==> src/rtl/beehive_credit_pkg.sv <==
// rtl/beehive_credit_pkg.sv - shared defaults, flag struct and index-width helper for the credit tracker
package beehive_credit_pkg;

  localparam int DEFAULT_NUM_VC      = 2;
  localparam int DEFAULT_BUFFER_SIZE = 4;

  // Count-derived flags kept in registers so spc_avail needs no comparator
  typedef struct packed {
    logic is_one;
    logic is_two_plus;
  } credit_vc_flags_t;

  // Index width for n channels; a single channel still needs a 1-bit select
  function automatic int vc_index_w(input int n);
    return (n > 1) ? $clog2(n) : 1;
  endfunction

endpackage

==> src/rtl/beehive_credit_vc_slice.sv <==
// rtl/beehive_credit_vc_slice.sv - one virtual channel: input registers, credit counter, flags, sticky errors
module beehive_credit_vc_slice
  import beehive_credit_pkg::*;
#(
  parameter int BUFFER_SIZE = DEFAULT_BUFFER_SIZE,
  parameter int BUFFER_BITS = $clog2(BUFFER_SIZE + 1)
) (
  input  logic                   clk,
  input  logic                   rst_n,
  input  logic                   send,
  input  logic                   yummy,
  input  logic                   err_clear,
  output logic                   spc_avail,
  output logic [BUFFER_BITS-1:0] credit_count,
  output logic                   err_underflow,
  output logic                   err_overflow
);

  localparam logic [BUFFER_BITS-1:0] FULL  = BUFFER_BITS'(BUFFER_SIZE);
  localparam logic [BUFFER_BITS-1:0] ONE   = BUFFER_BITS'(1);
  localparam logic [BUFFER_BITS-1:0] EMPTY = '0;
  localparam credit_vc_flags_t RESET_FLAGS = '{
    is_one:      (BUFFER_SIZE == 1),
    is_two_plus: (BUFFER_SIZE >= 2)
  };

  logic                   yummy_f;
  logic                   send_f;
  logic [BUFFER_BITS-1:0] count;
  logic [BUFFER_BITS-1:0] count_next;
  credit_vc_flags_t       flags;
  credit_vc_flags_t       flags_next;
  logic                   up;
  logic                   down;
  logic                   set_under;
  logic                   set_over;

  assign up   = yummy_f & ~send_f;
  assign down = send_f & ~yummy_f;

  // Saturating next count, error events and the flags that will describe it
  always_comb begin
    count_next = count;
    set_under  = 1'b0;
    set_over   = 1'b0;
    if (up) begin
      if (count == FULL) set_over = 1'b1;
      else               count_next = count + ONE;
    end else if (down) begin
      if (count == EMPTY) set_under = 1'b1;
      else                count_next = count - ONE;
    end
    flags_next.is_one      = (count_next == ONE);
    flags_next.is_two_plus = (count_next > ONE);
  end

  // Input capture, committed count, flags and sticky errors (set beats clear)
  always_ff @(posedge clk or negedge rst_n) begin
    if (!rst_n) begin
      yummy_f       <= 1'b0;
      send_f        <= 1'b0;
      count         <= FULL;
      flags         <= RESET_FLAGS;
      err_underflow <= 1'b0;
      err_overflow  <= 1'b0;
    end else begin
      yummy_f       <= yummy;
      send_f        <= send;
      count         <= count_next;
      flags         <= flags_next;
      err_underflow <= set_under | (err_underflow & ~err_clear);
      err_overflow  <= set_over | (err_overflow & ~err_clear);
    end
  end

  // A pending return always frees a slot; a lone last credit is spoken for by a pending send
  assign spc_avail    = flags.is_two_plus | yummy_f | (flags.is_one & ~send_f);
  assign credit_count = count;

endmodule

==> src/rtl/beehive_credit_tracker_mc.sv <==
// rtl/beehive_credit_tracker_mc.sv - multi-VC credit tracker for Beehive NoC senders
module beehive_credit_tracker_mc
  import beehive_credit_pkg::*;
#(
  parameter  int NUM_VC      = DEFAULT_NUM_VC,
  parameter  int BUFFER_SIZE = DEFAULT_BUFFER_SIZE,
  parameter  int BUFFER_BITS = $clog2(BUFFER_SIZE + 1),
  localparam int VC_W        = vc_index_w(NUM_VC)
) (
  input  logic                          clk,
  input  logic                          rst_n,
  input  logic                          valid,
  input  logic [VC_W-1:0]               valid_vc,
  input  logic [NUM_VC-1:0]             yummy,
  input  logic                          err_clear,
  output logic [NUM_VC-1:0]             spc_avail,
  output logic [NUM_VC*BUFFER_BITS-1:0] credit_count,
  output logic [NUM_VC-1:0]             err_underflow,
  output logic [NUM_VC-1:0]             err_overflow
);

  logic [NUM_VC-1:0] send_vc;

  // One-hot send decode; an out-of-range channel index selects nothing
  always_comb begin
    send_vc = '0;
    for (int i = 0; i < NUM_VC; i++) begin
      send_vc[i] = valid && (valid_vc == VC_W'(i));
    end
  end

  for (genvar i = 0; i < NUM_VC; i++) begin : g_vc
    beehive_credit_vc_slice #(
      .BUFFER_SIZE (BUFFER_SIZE),
      .BUFFER_BITS (BUFFER_BITS)
    ) u_slice (
      .clk           (clk),
      .rst_n         (rst_n),
      .send          (send_vc[i]),
      .yummy         (yummy[i]),
      .err_clear     (err_clear),
      .spc_avail     (spc_avail[i]),
      .credit_count  (credit_count[i*BUFFER_BITS +: BUFFER_BITS]),
      .err_underflow (err_underflow[i]),
      .err_overflow  (err_overflow[i])
    );
  end

endmodule

==> config.mk <==
export PLATFORM = sky130hd
export DESIGN_NAME = beehive_credit_tracker_mc
export DESIGN_NICKNAME = d
export VERILOG_FILES = /design/src/rtl/beehive_credit_pkg.sv /design/src/rtl/beehive_credit_vc_slice.sv /design/src/rtl/beehive_credit_tracker_mc.sv
export SDC_FILE = /design/constraint.sdc
export NUM_CORES = 1
export LEC_CHECK = 0
export BUFFER_PORTS_ARGS = -buffer_cell sky130_fd_sc_hd__buf_4
export CORE_ASPECT_RATIO = 1.75
export CORE_UTILIZATION = 45
export CTS_CLUSTER_SIZE = 20
export DETAILED_ROUTE_END_ITERATION = 10
export PLACE_DENSITY = 0.67
export SYNTH_ARGS = -nofsm -noshare
export SYNTH_HDL_FRONTEND = slang
export SYNTH_SLANG_ARGS = --single-unit
==> constraint.sdc <==
create_clock -name clk -period 1.6 [get_ports clk]
set_input_delay 0.16 -clock clk [delete_from_list [all_inputs] [get_ports clk]]
set_output_delay 0.16 -clock clk [all_outputs]
set_load 0.01 [all_outputs]
After elaboration in Yosys (flattened, before gate mapping)
Cells that the tools add are included.
{ "word_totals": {"inputBits": 7, "ff_bits": 18} }
{ "classes": {"n_reduce_logical": 4, "muxes": 18, "n_eq_ne": 4, "bitwise_logic": 24, "n_addsub": 4, "magnitude_cmp": 2} }
{ "ops": {"columns": ["cell", "count"], "rows": [
  ["$mux 3", 8],
  ["$and 1x1->1", 10],
  ["$mux 1", 10],
  ["$or 1x1->1", 8],
  ["$add 3x1->3 const B", 2],
  ["$eq 3x1->1 const B", 2],
  ["$eq 3x3->1 const B", 2],
  ["$gt 3x1->1 const B", 2],
  ["$logic_not 3->1", 2],
  ["$not 1->1", 6],
  ["$sub 3x1->3 const B", 2],
  ["$logic_and 1x1->1", 2]
]} }

Depth between registers and ports, before layout
{ "depth": {"depth_word": 5, "ltp_mapped": 6} }

Cells and area by module
Synthesis repeated with hierarchy kept, for this count alone.
{ "hier_totals": {"cells_unflattened": 80, "area_unflattened_um2": 954.7} }
{ "modules_own_cells": {"columns": ["mod", "seq_area_each_um2", "cells_per_inst", "area_per_inst_um2", "n_inst"], "rows": [
  ["beehive_credit_vc_slice", 227.7, 39, 469.2, 2],
  ["beehive_credit_tracker_mc", 0.0, 2, 16.3, 1]
]} }

Worst setup path before layout
No wires, ideal clock.
{ "synth_timing": {"kind": "reg2reg", "startpoint": "reg g_vc[0].u_slice.count[0]", "endpoint": "reg g_vc[0].u_slice.flags[0] (netlist bit)", "slack_ns": 0.098, "arrival_time_ns": 1.420, "n_path_buf": 0, "required_time_ns": 1.518, "setup_time_ns": 0.082, "stages_incl_launch_ff": 7, "path_cell_list": "dfrtp_1 -> inv_1 -> ha_1 -> mux2_1 -> nand2_1 -> o21ai_2 -> or2_1"} }
{ "synth_rtl": {"columns": ["element", "line", "source"], "rows": [
  ["start, declared", "beehive_credit_vc_slice.sv:29", "logic [BUFFER_BITS-1:0] count;"],
  ["start signal, assigned", "beehive_credit_vc_slice.sv:69", "count <= count_next;"],
  ["end signal, assigned", "beehive_credit_vc_slice.sv:70", "flags <= flags_next;"],
  ["end, declared", "beehive_credit_vc_slice.sv:31", "credit_vc_flags_t flags;"]
]} }

Final worst setup path
{ "layout_timing": {"startpoint": "reg g_vc[0].u_slice.send_f", "endpoint": "out spc_avail[0]"} }
{ "layout_between": {"elab_chain_len": 3} }
{ "layout_rtl": {"columns": ["element", "line", "source"], "rows": [
  ["start, declared", "beehive_credit_vc_slice.sv:28", "logic send_f;"],
  ["start signal, assigned", "beehive_credit_vc_slice.sv:68", "send_f <= send;"],
  ["$not 1->1", "beehive_credit_vc_slice.sv:77", "assign spc_avail = flags.is_two_plus | yummy_f | (flags.is_one & ~send_f);"],
  ["$and 1x1->1", "beehive_credit_vc_slice.sv:77", null],
  ["$or 1x1->1", "beehive_credit_vc_slice.sv:77", null],
  ["end, declared", "beehive_credit_tracker_mc.sv:16", "output logic [NUM_VC-1:0] spc_avail,"]
]} }
Every way passes these cells.

==> results.json <==
{
  "cp_slowest_stage_delay_ps": 530,
  "drt_pass1_iterations": 4,
  "cts.sink_count": 18,
  "area_growth_syn_to_layout_pct": 15.6,
  "timing.max_cap.violations": 0,
  "post_drt_antenna_nets": 0,
  "critPathRequiredTime_ps": 1440,
  "fmax_ghz": 0.640,
  "number_of_synthesized_flops_with_an_enable_pin": 0,
  "dp_worst_setup_slack_ps": 74.5,
  "grt_pass1_wl_um": 2970,
  "number_of_fill_cells_in_the_layout": 205,
  "clock_tree.root_cell": "clkbuf_4",
  "grt_pass1_vias": 692,
  "finClkSkew_ps": 14.2,
  "final_net_count": 129,
  "number_of_antenna_violations_at_the_first_check_in_global_routing": 0,
  "worstPathArrival_ps": 1400,
  "drt_wl_total_um": 1780,
  "gr-total-overflow": 0,
  "critPathBufInv": 2,
  "critical_path.cell_chain": "inv_1, a211o_1, buf_4",
  "layout_min_cycle_time_ps": 1560,
  "syn_avg_cell_area_um2": 11.0,
  "ys_warn_count": 0,
  "fin_ws_ps": 38.4,
  "post_route_fraction_of_the_period_consumed_by_the_critical_path_pct": 97.6,
  "final_layout_size_suffix_gt1_share_pct": 33.0,
  "critPathLaunchType": "flip-flop",
  "p_leak_nw": 0.575,
  "crit_path_category": "reg2out",
  "drc_errors": 0,
  "slowest_cell_on_the_critical_path": "dfrtp_1",
  "number_of_buffers_between_clock_root_and_the_deepest_sink": 2,
  "post_syn_nets": 109,
  "power.density_nw_per_um2": 1670,
  "synth.largest_area_cell": "dfrtp_1",
  "cts-htree-levels": 1,
  "ir_worst_vdd_mv": 0.896,
  "numPortBuffers": 18,
  "synthCells": 96,
  "effective_utilization_at_floorplan_pct": 49.0,
  "yosys_most_used_dff": "dfrtp_1",
  "final_hold_viol_count": 0,
  "cts_tree": "done",
  "clk_latency_ps": 290,
  "routed-via-count": 727,
  "die-width_um": 38.6,
  "vias_per_cell": 5.23,
  "globalplace.congestion": 0.695,
  "postSynth.asyncResetShare_pct": 100,
  "track_usage_pct": 16.8,
  "netlist_area_um2": 1050,
  "core_region_area_um2": 2150,
  "grt_max_degree": 19,
  "die_h_um": 66.0,
  "hold_path.class": "in2reg",
  "synth_area_leaders": "dfrtp_1 33%, dfstp_2 10%, ha_1 7.1%",
  "critical_path_s_top_delay_family": "flip-flops",
  "post_place_instance_area_um2": 1140,
  "antenna_cells": 0,
  "setup_viol": 0,
  "max_fanout_on_critical_path": 7,
  "number_of_violations_reported_at_the_end_of_detailed_routing_iteration_0": 10,
  "floorplan.rows": 22,
  "yosys.area.top_type_share_pct": 33.3,
  "status": "complete, no violations",
  "finalInstanceArea_um2": 1220,
  "final_max_slew_viol_count": 0,
  "cts_made_buffers": 3,
  "floorplan.die_area_um2": 2540,
  "clk_pin_slew_worst_paths_ps": 90,
  "slew_worst_pin_ps": 346,
  "synthDistinctLibCells": 38,
  "synthesized_flop_and_latch_total": 18,
  "dpl.hpwl_um": 1410,
  "timing.critical_path.to_type": "output port",
  "grt_setup_unrepaired": "yes",
  "synth_seq_area_share_pct": 43.3,
  "timing.max_slew.rel_slack_pct": 76.9,
  "wl_per_cell_um": 12.8,
  "design.portCount": 19,
  "fin_total_pwr_mw": 2.03
}
where the power goes:
part           total, mW  internal [mW]  switching (mW)
registers          0.753          0.637           0.115
clock network      0.231         0.0969           0.134
logic               1.05          0.551           0.496
total               2.03           1.29           0.745
per-stage QoR:
step,TNS (ps),hold slack [ps],utilization (%),std cells
after floorplan,0,-136,-,96
after global placement,0,40.8,53.2,130
after detailed placement,0,40.1,53.2,130
after CTS,0,12.8,55.8,137
after global routing,-124,13.8,56.6,139
final,0,22.0,56.6,139
cell families after synthesis:
logic type / after synthesis / synth area share (%)
and+or+nand+nor: 28 / 18.7
AOI/OAI and AO/OA: 21 / 14.5
buffers and inverters: 18 / 11.4
DFF: 18 / 43.3
adders and majority gates: 6 / 7.13
xor gates and xnor gates: 3 / 2.50
muxes: 2 / 2.50
state kept, by name, indices dropped and copies added (netlist names):
signal,count
g_vc.u_slice.credit_count,6
g_vc.u_slice.err_overflow,2
g_vc.u_slice.err_underflow,2
g_vc.u_slice.flags,4
g_vc.u_slice.send_f,2
g_vc.u_slice.yummy_f,2
routing by layer:
layer	track usage, %	share of wire [%]	vias up
met3	2.69	3.4	4
met1	16.6	37	345
met4	9.05	1.7	0
met5	0	0	-
met2	30.8	58	16
li1	-	-	362
path summary, 6_finish.rpt:
| path | slack [ps] | depth (start not counted) | to | from |
|---|---|---|---|---|
| min in group asynchronous | 240 | 2 | g_vc[1].u_slice.err_underflow$_DFF_PN0_ | rst_n |
| hold reg to reg | 510 | 1 | g_vc[1].u_slice.err_overflow$_DFF_PN0_ | g_vc[1].u_slice.err_overflow$_DFF_PN0_ |
| setup / recovery | 40 | 3 | spc_avail[0] | g_vc[0].u_slice.send_f$_DFF_PN0_ |
| setup reg to reg | 90 | 6 | g_vc[0].u_slice.flags[0]$_DFF_PN1_ | g_vc[0].u_slice.credit_count[0]$_DFF_PN0_ |
| max in group asynchronous | 1080 | 2 | g_vc[1].u_slice.credit_count[2]$_DFF_PN1_ | rst_n |
| hold / removal | 20 | 2 | g_vc[0].u_slice.send_f$_DFF_PN0_ | valid_vc |
synthesized netlist by cell type, types with 3 or more instances:
cell type and instances:
dfrtp_1 14, dfstp_2 4, buf_6 4, ha_1 6, xnor2_1 3, nor2_1 3
buf_4 6, nand2_1 6, o21ai_0 3, a21oi_1 4, inv_1 8
cell type report:
cell class              count  area, um^2  area share, %
inverters                   8        30.0           2.47
well taps                  24        30.0           2.47
clock buffers               4        26.3           2.16
repair buffers             25         195           16.0
multi-input cells          60         479           39.4
flip-flops and latches     18         455           37.4
placed cells by master (no fill, tap or decap), types with 3 or more instances in the layout:
| cell type | netlist | layout |
|---|---|---|
| xnor2_1 | 3 | 3 |
| nand2_1 | 6 | 6 |
| dfrtp_1 | 14 | 14 |
| ha_1 | 6 | 5 |
| buf_4 | 6 | 22 |
| dlygate4sd3_1 | 0 | 3 |
| clkbuf_4 | 0 | 3 |
| o21ai_0 | 3 | 3 |
| a21oi_1 | 4 | 4 |
| nor2_1 | 3 | 3 |
| dfstp_2 | 4 | 4 |
| inv_1 | 8 | 8 |
timing repair:
item	in CTS	in global routing
hold buffers	3	0
endpoints found under the setup margin	0	5
hold endpoints to repair	20	0
gates resized for setup	0	1
buffers inserted	0	2
Note: power is estimated with default switching activity, not from simulation.
